[config.mk]
export PLATFORM = sky130hd
export DESIGN_NAME = store_drain_buffer
export DESIGN_NICKNAME = d
export VERILOG_FILES = /design/src/rtl/riscv_mem_pkg.sv /design/src/rtl/mem_overlap_chk.sv /design/src/rtl/store_drain_buffer.sv
export SDC_FILE = /design/constraint.sdc
export NUM_CORES = 1
export LEC_CHECK = 0
export CAP_MARGIN = 20
export CORE_MARGIN = 3
export CORE_UTILIZATION = 30
export CTS_CLUSTER_SIZE = 20
export DETAILED_ROUTE_END_ITERATION = 10
export DONT_BUFFER_PORTS = 1
export GPL_TIMING_DRIVEN = 1
export SLEW_MARGIN = 5
export SYNTH_ARGS = -nofsm -noshare
export SYNTH_HDL_FRONTEND = slang
export SYNTH_SLANG_ARGS = --single-unit
[constraint.sdc]
create_clock -name clk -period 8.96 [get_ports clk]
set_input_delay 1.792 -clock clk [delete_from_list [all_inputs] [get_ports clk]]
set_output_delay 1.792 -clock clk [all_outputs]
set_load 0.05 [all_outputs]
[src/rtl/riscv_mem_pkg.sv]
// Shared memory-stage definitions: funct3 encodings, access sizing and the store queue entry.
package riscv_mem_pkg;

  localparam int unsigned STORE_XLEN = 32;

  localparam logic [2:0] F3_SB  = 3'b000;
  localparam logic [2:0] F3_SH  = 3'b001;
  localparam logic [2:0] F3_SW  = 3'b010;
  localparam logic [2:0] F3_LB  = 3'b000;
  localparam logic [2:0] F3_LH  = 3'b001;
  localparam logic [2:0] F3_LW  = 3'b010;
  localparam logic [2:0] F3_LBU = 3'b100;
  localparam logic [2:0] F3_LHU = 3'b101;

  // Size in bytes; 0 marks an encoding that is not a legal access size.
  function automatic logic [2:0] access_bytes(input logic [2:0] funct3);
    logic [2:0] size;
    case (funct3[1:0])
      2'b00:   size = 3'd1;
      2'b01:   size = 3'd2;
      2'b10:   size = 3'd4;
      default: size = 3'd0;
    endcase
    return size;
  endfunction

  typedef struct packed {
    logic [STORE_XLEN-1:0] addr;
    logic [STORE_XLEN-1:0] data;
    logic [2:0]            funct3;
  } store_entry_t;

endpackage

[src/rtl/mem_overlap_chk.sv]
// Combinational byte-range overlap test between two accesses [a, a+sa) and [b, b+sb).
module mem_overlap_chk #(
  parameter int unsigned ADDRESS_WIDTH = 17
) (
  input  logic [ADDRESS_WIDTH-1:0] a,
  input  logic [2:0]               sa,
  input  logic [ADDRESS_WIDTH-1:0] b,
  input  logic [2:0]               sb,
  output logic                     overlap
);

  logic [ADDRESS_WIDTH:0] a_ext, b_ext, a_end, b_end;

  // One extra bit keeps range ends from wrapping at the top of the address space.
  assign a_ext   = {1'b0, a};
  assign b_ext   = {1'b0, b};
  assign a_end   = a_ext + {{(ADDRESS_WIDTH - 2){1'b0}}, sa};
  assign b_end   = b_ext + {{(ADDRESS_WIDTH - 2){1'b0}}, sb};
  assign overlap = (a_ext < b_end) && (b_ext < a_end);

endmodule

[src/rtl/store_drain_buffer.sv]
// Dual-entry store queue draining one store per cycle to data_mem port 1, with load hazard stalls.
module store_drain_buffer
  import riscv_mem_pkg::*;
#(
  parameter int unsigned XLEN          = 32,
  parameter int unsigned ADDRESS_WIDTH = 17,
  parameter int unsigned DEPTH         = 4
) (
  input  logic            clk,
  input  logic            rst_n,
  input  logic            st_valid1,
  input  logic            st_valid2,
  input  logic [XLEN-1:0] st_addr1,
  input  logic [XLEN-1:0] st_addr2,
  input  logic [XLEN-1:0] st_data1,
  input  logic [XLEN-1:0] st_data2,
  input  logic [2:0]      st_funct3_1,
  input  logic [2:0]      st_funct3_2,
  input  logic            ld_valid1,
  input  logic            ld_valid2,
  input  logic [XLEN-1:0] ld_addr1,
  input  logic [XLEN-1:0] ld_addr2,
  input  logic [2:0]      ld_funct3_1,
  input  logic [2:0]      ld_funct3_2,
  output logic            stall,
  output logic            mem_we,
  output logic [XLEN-1:0] mem_addr,
  output logic [XLEN-1:0] mem_wd,
  output logic [2:0]      mem_funct3,
  output logic            empty
);

  localparam int unsigned PW = $clog2(DEPTH);
  localparam int unsigned CW = PW + 1;
  localparam int unsigned AW = ADDRESS_WIDTH;
  localparam logic [CW-1:0] DEPTH_C = CW'(DEPTH);

  store_entry_t  fifo_q [DEPTH];
  logic [PW-1:0] wr_ptr_q, rd_ptr_q, wr_idx2;
  logic [CW-1:0] count_q, count_d, free_slots;

  logic [2:0] ld_sz1, ld_sz2, st_sz1, mem_sz;
  logic [DEPTH-1:0] ent_valid, hit1, hit2;
  logic mem_hit1, mem_hit2, lane_hit2;
  logic full_stall, ld_conflict1, ld_conflict2;
  logic push1, push2, pop;

  assign ld_sz1 = access_bytes(ld_funct3_1);
  assign ld_sz2 = access_bytes(ld_funct3_2);
  assign st_sz1 = access_bytes(st_funct3_1);
  assign mem_sz = access_bytes(mem_funct3);

  for (genvar i = 0; i < DEPTH; i++) begin : g_ent
    logic [PW-1:0] offs;
    logic [2:0]    ent_sz;
    assign offs         = PW'(i) - rd_ptr_q;
    assign ent_valid[i] = ({1'b0, offs} < count_q);
    assign ent_sz       = access_bytes(fifo_q[i].funct3);

    mem_overlap_chk #(.ADDRESS_WIDTH(AW)) u_chk1 (
      .a       (ld_addr1[AW-1:0]),
      .sa      (ld_sz1),
      .b       (fifo_q[i].addr[AW-1:0]),
      .sb      (ent_sz),
      .overlap (hit1[i])
    );

    mem_overlap_chk #(.ADDRESS_WIDTH(AW)) u_chk2 (
      .a       (ld_addr2[AW-1:0]),
      .sa      (ld_sz2),
      .b       (fifo_q[i].addr[AW-1:0]),
      .sb      (ent_sz),
      .overlap (hit2[i])
    );
  end

  mem_overlap_chk #(.ADDRESS_WIDTH(AW)) u_chk_mem1 (
    .a       (ld_addr1[AW-1:0]),
    .sa      (ld_sz1),
    .b       (mem_addr[AW-1:0]),
    .sb      (mem_sz),
    .overlap (mem_hit1)
  );

  mem_overlap_chk #(.ADDRESS_WIDTH(AW)) u_chk_mem2 (
    .a       (ld_addr2[AW-1:0]),
    .sa      (ld_sz2),
    .b       (mem_addr[AW-1:0]),
    .sb      (mem_sz),
    .overlap (mem_hit2)
  );

  // Younger lane-2 load against the older lane-1 store in the same bundle.
  mem_overlap_chk #(.ADDRESS_WIDTH(AW)) u_chk_lane (
    .a       (ld_addr2[AW-1:0]),
    .sa      (ld_sz2),
    .b       (st_addr1[AW-1:0]),
    .sb      (st_sz1),
    .overlap (lane_hit2)
  );

  assign free_slots   = DEPTH_C - count_q;
  assign full_stall   = free_slots < CW'(2);
  assign ld_conflict1 = ld_valid1 && (|(hit1 & ent_valid) || (mem_we && mem_hit1));
  assign ld_conflict2 = ld_valid2 && (|(hit2 & ent_valid) || (mem_we && mem_hit2) ||
                                      (st_valid1 && lane_hit2));
  assign stall        = full_stall | ld_conflict1 | ld_conflict2;

  assign push1   = !stall && st_valid1 && (st_sz1 != 3'd0);
  assign push2   = !stall && st_valid2 && (access_bytes(st_funct3_2) != 3'd0);
  assign pop     = (count_q != '0);
  assign wr_idx2 = push1 ? wr_ptr_q + PW'(1) : wr_ptr_q;
  assign count_d = count_q + CW'(push1) + CW'(push2) - CW'(pop);

  assign empty = (count_q == '0) && !mem_we;

  // Entry contents are don't-care after reset, so the storage itself carries no reset.
  always_ff @(posedge clk) begin
    if (push1) fifo_q[wr_ptr_q] <= '{addr: st_addr1, data: st_data1, funct3: st_funct3_1};
    if (push2) fifo_q[wr_idx2]  <= '{addr: st_addr2, data: st_data2, funct3: st_funct3_2};
  end

  always_ff @(posedge clk or negedge rst_n) begin
    if (!rst_n) begin
      count_q    <= '0;
      wr_ptr_q   <= '0;
      rd_ptr_q   <= '0;
      mem_we     <= 1'b0;
      mem_addr   <= '0;
      mem_wd     <= '0;
      mem_funct3 <= '0;
    end else begin
      count_q  <= count_d;
      wr_ptr_q <= wr_ptr_q + PW'(push1) + PW'(push2);
      mem_we   <= pop;
      if (pop) begin
        mem_addr   <= fifo_q[rd_ptr_q].addr;
        mem_wd     <= fifo_q[rd_ptr_q].data;
        mem_funct3 <= fifo_q[rd_ptr_q].funct3;
        rd_ptr_q   <= rd_ptr_q + PW'(1);
      end
    end
  end

endmodule

==> run metrics <==
outcome finished clean; starting density of the core 30.3%; vias per inst 5.50; Setup violations, final 0; Reg area around 9900 um2; Post-route DRC 0; Leakage Power around 11 nW; CP Class primary input to primary output; Critical Path RT 7.17 ns; internal power between 0.004 and 0.005 W; Synth top area share 29.5%; PD cells 250 nW/um2; synthesized cell area 27300 um2; period utilization 90.9%; Post-synth EDFFs around 270; via count between 15000 and 20000; CP max stage delay about 0.8 ns; RSZ-0062 raised after global routing no; post-synthesis register bit count 343; first-pass GRT wire length roughly 130000 um; CP max stage cell o41ai_4; CTS sink count 343; initial antenna violation count 4; critical path arrival 6.35 ns; final hold violation count 0; Slew @ Worst Pin a little over 1 ns; # resized after CTS 0; GRT Util Overall 18.6%; Tmin final 8.14 ns; htree depth 2; Detailed Place HPWL between 60000 and 70000 um; Crit path max-delay family compound AO/OA/AOI/OAI gates; Clk pwr share 19.5%; Hold Path Class register to register; TritonCTS Buffers 36; Synth Flop Type edfxtp_1; share of post-route cells with drive strength above 1 19.6%; crit-path cells nor2_1 -> ha_1 -> fa_1 -> a21oi_2 -> nor2_1 -> nand4_1 -> xor2_1 -> ha_1 -> and4_1 -> nand4_1 -> o21bai_1 -> a2111oi_0 -> a211oi_1 -> o41ai_4 -> o311ai_4 -> buf_4; relative slew slack between 30% and 40%; CP max FO 9; post-route ant nets 0; sw power 0.00323 W; synth top area cells edfxtp_1 (29%), ha_1 (15%), mux2_2 (7.9%); # IOs 280; Worst-Skew Late Latency approximately 0.55 ns; GPL Wtd Cong slightly below 0.9; async set-reset flop share out of synthesis 21.9%; core footprint around 90000 um2; CP Capture Type primary output; Ys Warns 0; die height 308 um; Seq pwr share 40.3%; drt first pass iters 5; Fmax 123 MHz; dominant cell type by area after synthesis edfxtp_1; Clock Skew 0.0289 ns; area of the multi-input gates 16700 um2; cts hold-fix bufs 0; Gate Count Post-Synth 2380; Routed WL 89700 um; Area Overhead vs Synth 9.09%; Clock Tree Buf Depth 3; largest net degree at the start of global routing 76; postcts setup bufs 0; vias in the first global route slightly above 20000; Fillers 8985; CTS clk-pin slew, worst paths 0.06 ns; syn_nets 2931; Slew Limit Fails 0; Setup crit start kind primary input; ANT cells 0; Combinational Power Share 40.2%; VDD IR-drop max 220 uV; Netlist cell types 87; commonest non-fill, non-tap cell in the layout ha_1; Util after Layout 33.0%; I/O Buffers 0; most frequent cells in the layout ha_1 (329), nand2_1 (274), edfxtp_1 (268); Buf/Inv on CP 1; Row Count 110; syn_area_per_cell ~11 um2; First DRT Iteration DRCs 1381; Die W a little over 300 um; Max Cap Viol 0; DR WL/cell 25.1 um; switch share a little over two fifths; Root Buffer clkbuf_16; CTS tree yes; layout net count 2926; Cells after DPL 3512; die area 94700 um2; sequential share of the synthesized area 36.3%; grt ovf 0; fin cells 3578
-- area by class of cell --
cell class / instances / area share (%)
well taps: 1176 / 4.94
clock buffers: 53 / 3.38
clock inverters: 12 / 0.328
flip-flops and latches: 343 / 33.3
repair buffers: 51 / 1.42
inverters: 43 / 0.542
multi-input cells: 1900 / 56.1
-- state kept, by name, indices dropped and copies added (netlist names) --
register / flops
rd_ptr_q: 2
mem_funct3: 3
mem_we: 1
wr_ptr_q: 2
count_q: 3
fifo_q: 268
mem_addr: 32
mem_wd: 32
-- worst paths after layout --
check / cells past startpoint / end / startpoint / slack, ns
hold reg to reg: 2 / count_q[2]$_DFF_PN0_ / count_q[1]$_DFF_PN0_ / 0.60
min in group asynchronous: 0 / mem_addr[27]$_DFFE_PN0P_ / rst_n / 0.95
hold / removal: 2 / count_q[2]$_DFF_PN0_ / count_q[1]$_DFF_PN0_ / 0.60
setup / recovery: 16 / stall / ld_funct3_1[1] / 0.82
setup reg to reg: 23 / count_q[2]$_DFF_PN0_ / mem_addr[1]$_DFFE_PN0P_ / 1.82
max in group asynchronous: 0 / mem_wd[20]$_DFFE_PN0P_ / rst_n / 7.84
-- cells in the mapped netlist, types with 14 or more instances --
cell and number:
a211oi_1 19, a21o_1 59, a21oi_1 83, a31oi_1 22, and2_1 18, and3_1 21, and4_1 14, buf_4 19
clkbuf_1 39, dfrtp_1 75, edfxtp_1 268, ha_1 330, inv_1 42, mux2_2 192, mux2_4 72, mux4_2 67
nand2_1 274, nand2b_1 39, nand3_1 71, nand4_1 42, nor2_1 70, nor2b_1 29, nor3_1 36, o211ai_1 21
o21a_1 26, o21ai_0 62, o31ai_1 14, xnor2_1 60, xor2_1 78
-- layer usage --
layer / global-route usage [%] / share of wire, % / up-vias
li1: - / - / 9157
met1: 22.4 / 40 / 9793
met2: 32.1 / 48 / 575
met3: 5.49 / 9.1 / 152
met4: 5.83 / 3.1 / 6
met5: 0 / 0.043 / -
-- worst reg2reg max path, delay by kind of cell (launching register included) --
family | cells | cell delay, ns
fa+ha+maj | 5 | 1.91
buf+inv | 2 | 0.32
xor+xnor | 2 | 0.35
flops | 1 | 0.80
compound gates | 6 | 1.67
simple gates | 8 | 1.96
-- through the flow --
| step | instance area, um2 | power (W) | TNS (ns) | hold WS (ns) | setup slack [ns] |
|---|---|---|---|---|---|
| after CTS | 29800 | 0.00754 | 0 | 0.606 | 0.875 |
| after global routing | 29800 | 0.00791 | 0 | 0.621 | 0.554 |
| after detailed placement | 28700 | 0.00606 | 0 | 0.591 | 0.893 |
| after floorplan | 27300 | 0.00508 | -41.84 | 0.558 | -0.156 |
| final | 29800 | 0.00745 | 0 | 0.601 | 0.819 |
| after global placement | 28700 | 0.00600 | 0 | 0.586 | 0.851 |
-- power by group through the flow --
stage	Combinational [W]	Clock (W)	Sequential, W
2_1_floorplan	0.00217	0	0.00291
3_3_place_gp	0.00297	0	0.00303
3_5_place_dp	0.00302	0	0.00304
4_1_cts	0.00304	0.00150	0.00301
5_1_grt	0.00332	0.00154	0.00305
6_report	0.00300	0.00145	0.00300
-- logic make-up (layout without fill, tap and decap cells) --
group	after synthesis	in the layout	share of synthesized area, %
compound gates	418	418	10.7
mux	332	332	17.4
xor+xnor	139	139	4.51
simple gates	655	655	11.7
buf+inv	137	159	2.82
flops	343	343	36.3
fa+ha+maj	356	356	16.5
Power figures use the tool's default switching activity.
